**src/rtl/nf10_ipif_arbiter.sv**
```systemverilog
// Two-requester round-robin arbiter in front of a single IPIF register slave.
// Optional WAIT timeout with forced error completion is enabled by defining IPIF_ARB_TIMEOUT_EN.
module nf10_ipif_arbiter #(
    parameter int C_S_AXI_DATA_WIDTH = 32,
    parameter int C_S_AXI_ADDR_WIDTH = 32,
    parameter int C_TIMEOUT_CYCLES   = 64
) (
    input  logic                              S_AXI_ACLK,
    input  logic                              S_AXI_ARESETN,
    input  logic                              M0_CS,
    input  logic                              M0_RNW,
    input  logic [C_S_AXI_ADDR_WIDTH-1:0]     M0_ADDR,
    input  logic [C_S_AXI_DATA_WIDTH-1:0]     M0_DATA,
    input  logic [C_S_AXI_DATA_WIDTH/8-1:0]   M0_BE,
    output logic [C_S_AXI_DATA_WIDTH-1:0]     M0_RDATA,
    output logic                              M0_RDACK,
    output logic                              M0_WRACK,
    output logic                              M0_ERROR,
    input  logic                              M1_CS,
    input  logic                              M1_RNW,
    input  logic [C_S_AXI_ADDR_WIDTH-1:0]     M1_ADDR,
    input  logic [C_S_AXI_DATA_WIDTH-1:0]     M1_DATA,
    input  logic [C_S_AXI_DATA_WIDTH/8-1:0]   M1_BE,
    output logic [C_S_AXI_DATA_WIDTH-1:0]     M1_RDATA,
    output logic                              M1_RDACK,
    output logic                              M1_WRACK,
    output logic                              M1_ERROR,
    output logic                              Bus2IP_CS,
    output logic                              Bus2IP_RNW,
    output logic [C_S_AXI_ADDR_WIDTH-1:0]     Bus2IP_Addr,
    output logic [C_S_AXI_DATA_WIDTH-1:0]     Bus2IP_Data,
    output logic [C_S_AXI_DATA_WIDTH/8-1:0]   Bus2IP_BE,
    input  logic [C_S_AXI_DATA_WIDTH-1:0]     IP2Bus_Data,
    input  logic                              IP2Bus_RdAck,
    input  logic                              IP2Bus_WrAck,
    input  logic                              IP2Bus_Error
);
    localparam int DW = C_S_AXI_DATA_WIDTH;
    localparam int AW = C_S_AXI_ADDR_WIDTH;
    localparam int BW = C_S_AXI_DATA_WIDTH / 8;

    typedef enum logic [1:0] {ST_IDLE, ST_WAIT, ST_DRAIN} state_t;

    state_t          r_state;
    state_t          w_state_next;
    logic            w_start;
    logic            w_sel;
    logic            w_finish;
    logic            w_ack;
    logic            w_timeout;

    logic            r_gnt;
    logic            r_rr;
    logic            r_cs;
    logic            r_rnw;
    logic [AW-1:0]   r_addr;
    logic [DW-1:0]   r_data;
    logic [BW-1:0]   r_be;
    logic            r_rdack;
    logic            r_wrack;
    logic            r_err;
    logic [DW-1:0]   r_rdata;

    // Only an ack matching the latched direction completes the transaction.
    assign w_ack = r_rnw ? IP2Bus_RdAck : IP2Bus_WrAck;

`ifdef IPIF_ARB_TIMEOUT_EN
    localparam int TW = $clog2(C_TIMEOUT_CYCLES) + 1;
    logic [TW-1:0] r_tmo;

    assign w_timeout = (r_state == ST_WAIT) && !w_ack &&
                       (r_tmo == TW'(C_TIMEOUT_CYCLES - 1));

    always_ff @(posedge S_AXI_ACLK) begin
        if (!S_AXI_ARESETN) begin
            r_tmo <= '0;
        end else if (w_start) begin
            r_tmo <= '0;
        end else if (r_state == ST_WAIT) begin
            r_tmo <= r_tmo + TW'(1);
        end
    end
`else
    logic w_unused_tmo;
    assign w_unused_tmo = (C_TIMEOUT_CYCLES != 0);
    assign w_timeout    = 1'b0;
`endif

    always_comb begin
        w_state_next = r_state;
        w_start      = 1'b0;
        w_sel        = r_rr;
        w_finish     = 1'b0;
        case (r_state)
            ST_IDLE: begin
                if (M0_CS || M1_CS) begin
                    w_start      = 1'b1;
                    w_sel        = (M0_CS && M1_CS) ? r_rr : M1_CS;
                    w_state_next = ST_WAIT;
                end
            end
            ST_WAIT: begin
                if (w_ack || w_timeout) begin
                    w_finish     = 1'b1;
                    w_state_next = ST_DRAIN;
                end
            end
            ST_DRAIN: w_state_next = ST_IDLE;
            default:  w_state_next = ST_IDLE;
        endcase
    end

    always_ff @(posedge S_AXI_ACLK) begin
        if (!S_AXI_ARESETN) begin
            r_state <= ST_IDLE;
        end else begin
            r_state <= w_state_next;
        end
    end

    always_ff @(posedge S_AXI_ACLK) begin
        if (!S_AXI_ARESETN) begin
            r_gnt   <= 1'b0;
            r_rr    <= 1'b0;
            r_cs    <= 1'b0;
            r_rnw   <= 1'b0;
            r_addr  <= '0;
            r_data  <= '0;
            r_be    <= '0;
            r_rdack <= 1'b0;
            r_wrack <= 1'b0;
            r_err   <= 1'b0;
            r_rdata <= '0;
        end else begin
            r_rdack <= 1'b0;
            r_wrack <= 1'b0;
            r_err   <= 1'b0;
            r_rdata <= '0;
            if (w_start) begin
                r_gnt  <= w_sel;
                r_cs   <= 1'b1;
                r_rnw  <= w_sel ? M1_RNW  : M0_RNW;
                r_addr <= w_sel ? M1_ADDR : M0_ADDR;
                r_data <= w_sel ? M1_DATA : M0_DATA;
                r_be   <= w_sel ? M1_BE   : M0_BE;
            end
            if (w_finish) begin
                r_cs    <= 1'b0;
                r_rdack <= r_rnw;
                r_wrack <= !r_rnw;
                r_err   <= w_timeout ? 1'b1 : IP2Bus_Error;
                r_rdata <= (r_rnw && !w_timeout) ? IP2Bus_Data : '0;
                r_rr    <= !r_gnt;
            end
        end
    end

    // Completion pulses and read data are steered to the granted requester only.
    assign M0_RDACK = r_rdack & !r_gnt;
    assign M0_WRACK = r_wrack & !r_gnt;
    assign M0_ERROR = r_err   & !r_gnt;
    assign M0_RDATA = r_gnt ? '0 : r_rdata;
    assign M1_RDACK = r_rdack & r_gnt;
    assign M1_WRACK = r_wrack & r_gnt;
    assign M1_ERROR = r_err   & r_gnt;
    assign M1_RDATA = r_gnt ? r_rdata : '0;

    assign Bus2IP_CS   = r_cs;
    assign Bus2IP_RNW  = r_rnw;
    assign Bus2IP_Addr = r_addr;
    assign Bus2IP_Data = r_data;
    assign Bus2IP_BE   = r_be;
endmodule
```
**config.mk**
```make
export PLATFORM = sky130hd
export DESIGN_NAME = nf10_ipif_arbiter
export DESIGN_NICKNAME = d
export VERILOG_FILES = /design/src/rtl/nf10_ipif_arbiter.sv
export SDC_FILE = /design/constraint.sdc
export NUM_CORES = 1
export LEC_CHECK = 0
export CORE_MARGIN = 10
export CORE_UTILIZATION = 35
export CTS_CLUSTER_SIZE = 12
export DETAILED_ROUTE_END_ITERATION = 8
export GPL_TIMING_DRIVEN = 0
export PLACE_DENSITY = 0.8
export SLEW_MARGIN = 0
export SYNTH_ARGS = -nofsm -noshare
export SYNTH_HDL_FRONTEND = slang
export SYNTH_SLANG_ARGS = --single-unit
```
**constraint.sdc**
```tcl
create_clock -name S_AXI_ACLK -period 2.1 [get_ports S_AXI_ACLK]
set_clock_uncertainty 0.05 [all_clocks]
set_input_delay 0.42 -clock S_AXI_ACLK [delete_from_list [all_inputs] [get_ports S_AXI_ACLK]]
set_output_delay 0.42 -clock S_AXI_ACLK [all_outputs]
set_load 0.005 [all_outputs]
```
==> impl_metrics.json <==
{
  "drt-total-wl_mm": 19.6,
  "drc": 0,
  "syn-num-nets": 734,
  "gp_congestion": 0.854,
  "fp.dieW_um": 133,
  "fin_crit_ns": 2.07,
  "synth_seq_cells": 109,
  "pin_count": 317,
  "die_area_um2": 17700,
  "switching_share_pct": 26.2,
  "numClockSinks": 109,
  "switching_power_mw": 1.49,
  "drive_above_1_share_pct": 6.42,
  "overflow": 0,
  "critPathCaptureType": "output pin",
  "cp.required_ns": 1.63,
  "grt_pass1_wl_mm": 29.7,
  "synth_area_per_cell_um2": 8.04,
  "start_util_pct": 35.6,
  "startpoint_type": "flip-flop",
  "num_vias": 5119,
  "antenna_left": 0,
  "nFillCells": 1059,
  "ir_drop_uv": 438,
  "intPower_mw": 4.20,
  "cts_tree": "done",
  "hold_slack_ns": 0.459,
  "grt_pass1_vias": 5226,
  "yosysWarnings": 0,
  "drtIter0Drc": 262,
  "first_pass_iters": 5,
  "htreeDepth": 3,
  "dieHeight_um": 133,
  "slew_violations": 0,
  "final_nets": 1060,
  "p_per_area_nw_per_um2": 681,
  "antenna_cells": 0,
  "hp-class": "reg -> reg",
  "fin_crit_sh_pct": 98.4,
  "hold_violations": 0,
  "design.core.area_um2": 12600,
  "status": "finished, final reports clean",
  "final-setup-viol-count": 0,
  "multiInputGateArea_um2": 2130,
  "postSynthCellCount": 557,
  "tightest_slew_ns": 0.517,
  "grtUsageTotal_pct": 21.2,
  "max-clock-path-buffers": 2,
  "vias_per_cell": 4.83,
  "clock_latency_ns": 0.35,
  "power_frac_comb_pct": 25.2,
  "p_leak_nw": 3.59,
  "rows": 41,
  "ys_seq_area_share_pct": 48.7,
  "grt_max_degree": 18,
  "critPathArrivalTime_ns": 1.60,
  "finalSetupTns_ns": 0,
  "rsz0062_at_grt": "true",
  "relSlewSlack_pct": 65.5,
  "fmaxAchievable_ghz": 0.484,
  "port_buffers": 316,
  "syn_to_final_growth_pct": 86.3,
  "cts_setup_buffers": 0,
  "clk_pin_slew_ns": 0.07,
  "finish.utilization_pct": 66.4,
  "cap_violations": 0,
  "cts_root_buffer": "clkbuf_16",
  "critical_path_peak_fanout": 10,
  "worstSetupPathType": "reg -> out",
  "power.total_mw": 5.68,
  "yosys.cell_types.count": 23,
  "antenna_found_initial": 0,
  "hpwlAfterDp_mm": 15.6,
  "routedWlPerCell_um": 18.5,
  "numCtsBuffers": 9,
  "layout_setup_ws_ns": 0.0332,
  "pre_cts_ws_ns": -0.451,
  "power.share.clock_pct": 33.2,
  "register_area_um2": 2190,
  "seqPwrFrac_pct": 41.7,
  "syn_area_um2": 4480
}
[logic make-up (layout without fill, tap and decap cells)]
group	count (synthesis)	count (layout)	share of synthesized area, %
buf+inv	48	379	4.47
mux	2	2	0.447
flops	109	109	48.7
simple gates	254	254	27.7
compound gates	144	144	18.7
[placed cells by master, fill, tap and decap left out, types with 2 or more instances in the layout]
master | Yosys | final
nor2b_1 | 38 | 35
buf_6 | 1 | 2
clkbuf_1 | 32 | 15
o21ai_0 | 70 | 70
and2_1 | 68 | 68
buf_2 | 7 | 7
buf_4 | 1 | 3
nand2_1 | 139 | 139
nor2b_2 | 0 | 2
bufinv_16 | 0 | 2
mux2i_1 | 2 | 2
clkdlybuf4s50_1 | 0 | 296
dlymetal6s2s_1 | 0 | 16
a31oi_1 | 69 | 69
clkbuf_8 | 0 | 3
nor2_1 | 4 | 4
buf_8 | 0 | 3
clkbuf_2 | 0 | 15
dlygate4sd2_1 | 0 | 4
clkbuf_16 | 0 | 9
dfxtp_1 | 109 | 108
[routing by layer]
layer / part of all wire [%] / GRT usage, %
met1: 36 / 22.2
met2: 50 / 37.3
met3: 11 / 8.50
met4: 2.3 / 7.80
met5: 0 / 0
[registers in the layout, indices dropped and copies added (netlist names)]
signal / flops
r_wrack: 1
Bus2IP_CS: 1
r_rr: 1
Bus2IP_Addr: 32
r_rdata: 32
r_gnt: 1
Bus2IP_RNW: 1
Bus2IP_BE: 4
r_state: 2
r_rdack: 1
r_err: 1
Bus2IP_Data: 32
[cell usage after synthesis]
master / number / area share [%]
mux2i_1: 2 / 0.45
buf_2: 7 / 0.78
dfxtp_1: 109 / 49
o211a_1: 1 / 0.22
a31oi_1: 69 / 9.6
o21ai_0: 70 / 7.8
o2bb2ai_1: 1 / 0.20
a2bb2oi_2: 1 / 0.34
and2_1: 68 / 9.5
and3_1: 1 / 0.14
nand3_1: 1 / 0.11
nor3_2: 1 / 0.22
clkbuf_1: 32 / 2.7
o21a_1: 1 / 0.17
nor2_1: 4 / 0.34
buf_6: 1 / 0.25
buf_4: 1 / 0.17
nor3b_2: 1 / 0.28
nor2b_1: 38 / 5.3
o31ai_2: 1 / 0.28
nand2_1: 139 / 12
nand2b_1: 1 / 0.14
buf_1: 7 / 0.59
[cell type report]
| class | instances | area share [%] |
|---|---|---|
| Buffer | 47 | 3.33 |
| Clock buffer | 11 | 3.03 |
| Clock inverter | 5 | 0.975 |
| Multi-Input combinational cell | 400 | 25.6 |
| Sequential cell | 109 | 26.2 |
| Tap cell | 172 | 2.58 |
| Timing Repair Buffer | 316 | 38.3 |
[worst paths after layout]
| kind | startpoint | end | slack [ns] | cells after the start |
|---|---|---|---|---|
| worst max register to register | r_state[1] | Bus2IP_Data[23] | 0.23 | 6 |
| worst min-delay path | Bus2IP_RNW | r_wrack | 0.46 | 1 |
| worst min register to register | Bus2IP_RNW | r_wrack | 0.46 | 1 |
| worst max-delay path | r_gnt | M0_WRACK | 0.03 | 3 |
[power by group through the flow]
stage                     sequential [mW]  clock, mW  combinational (mW)
final                                2.37       1.88                1.43
after global routing                 2.39       1.99                1.56
after CTS                            2.36       1.93                1.43
after detailed placement             2.40          0                1.41
after global placement               2.40          0                1.40
after floorplan                      2.41          0               0.482
[worst max-delay path, stage by stage, from the launching register on]
cell and delay [ns]:
dfxtp_4 0.41, clkbuf_8 0.19, nor2b_4 0.13, clkdlybuf4s50_1 0.52
[stage by stage]
stage | cells | cell area, um^2
2_1_floorplan | 557 | 4480
3_3_place_gp | 1045 | 7860
3_5_place_dp | 1045 | 7860
4_1_cts | 1060 | 8250
5_1_grt | 1060 | 8340
6_report | 1060 | 8340
[what timing repair did]
action,in CTS,in global routing
setup endpoints to repair,79,108
hold buffers,0,0
gates resized for setup,29,51
(Power assumes the default switching activity.)
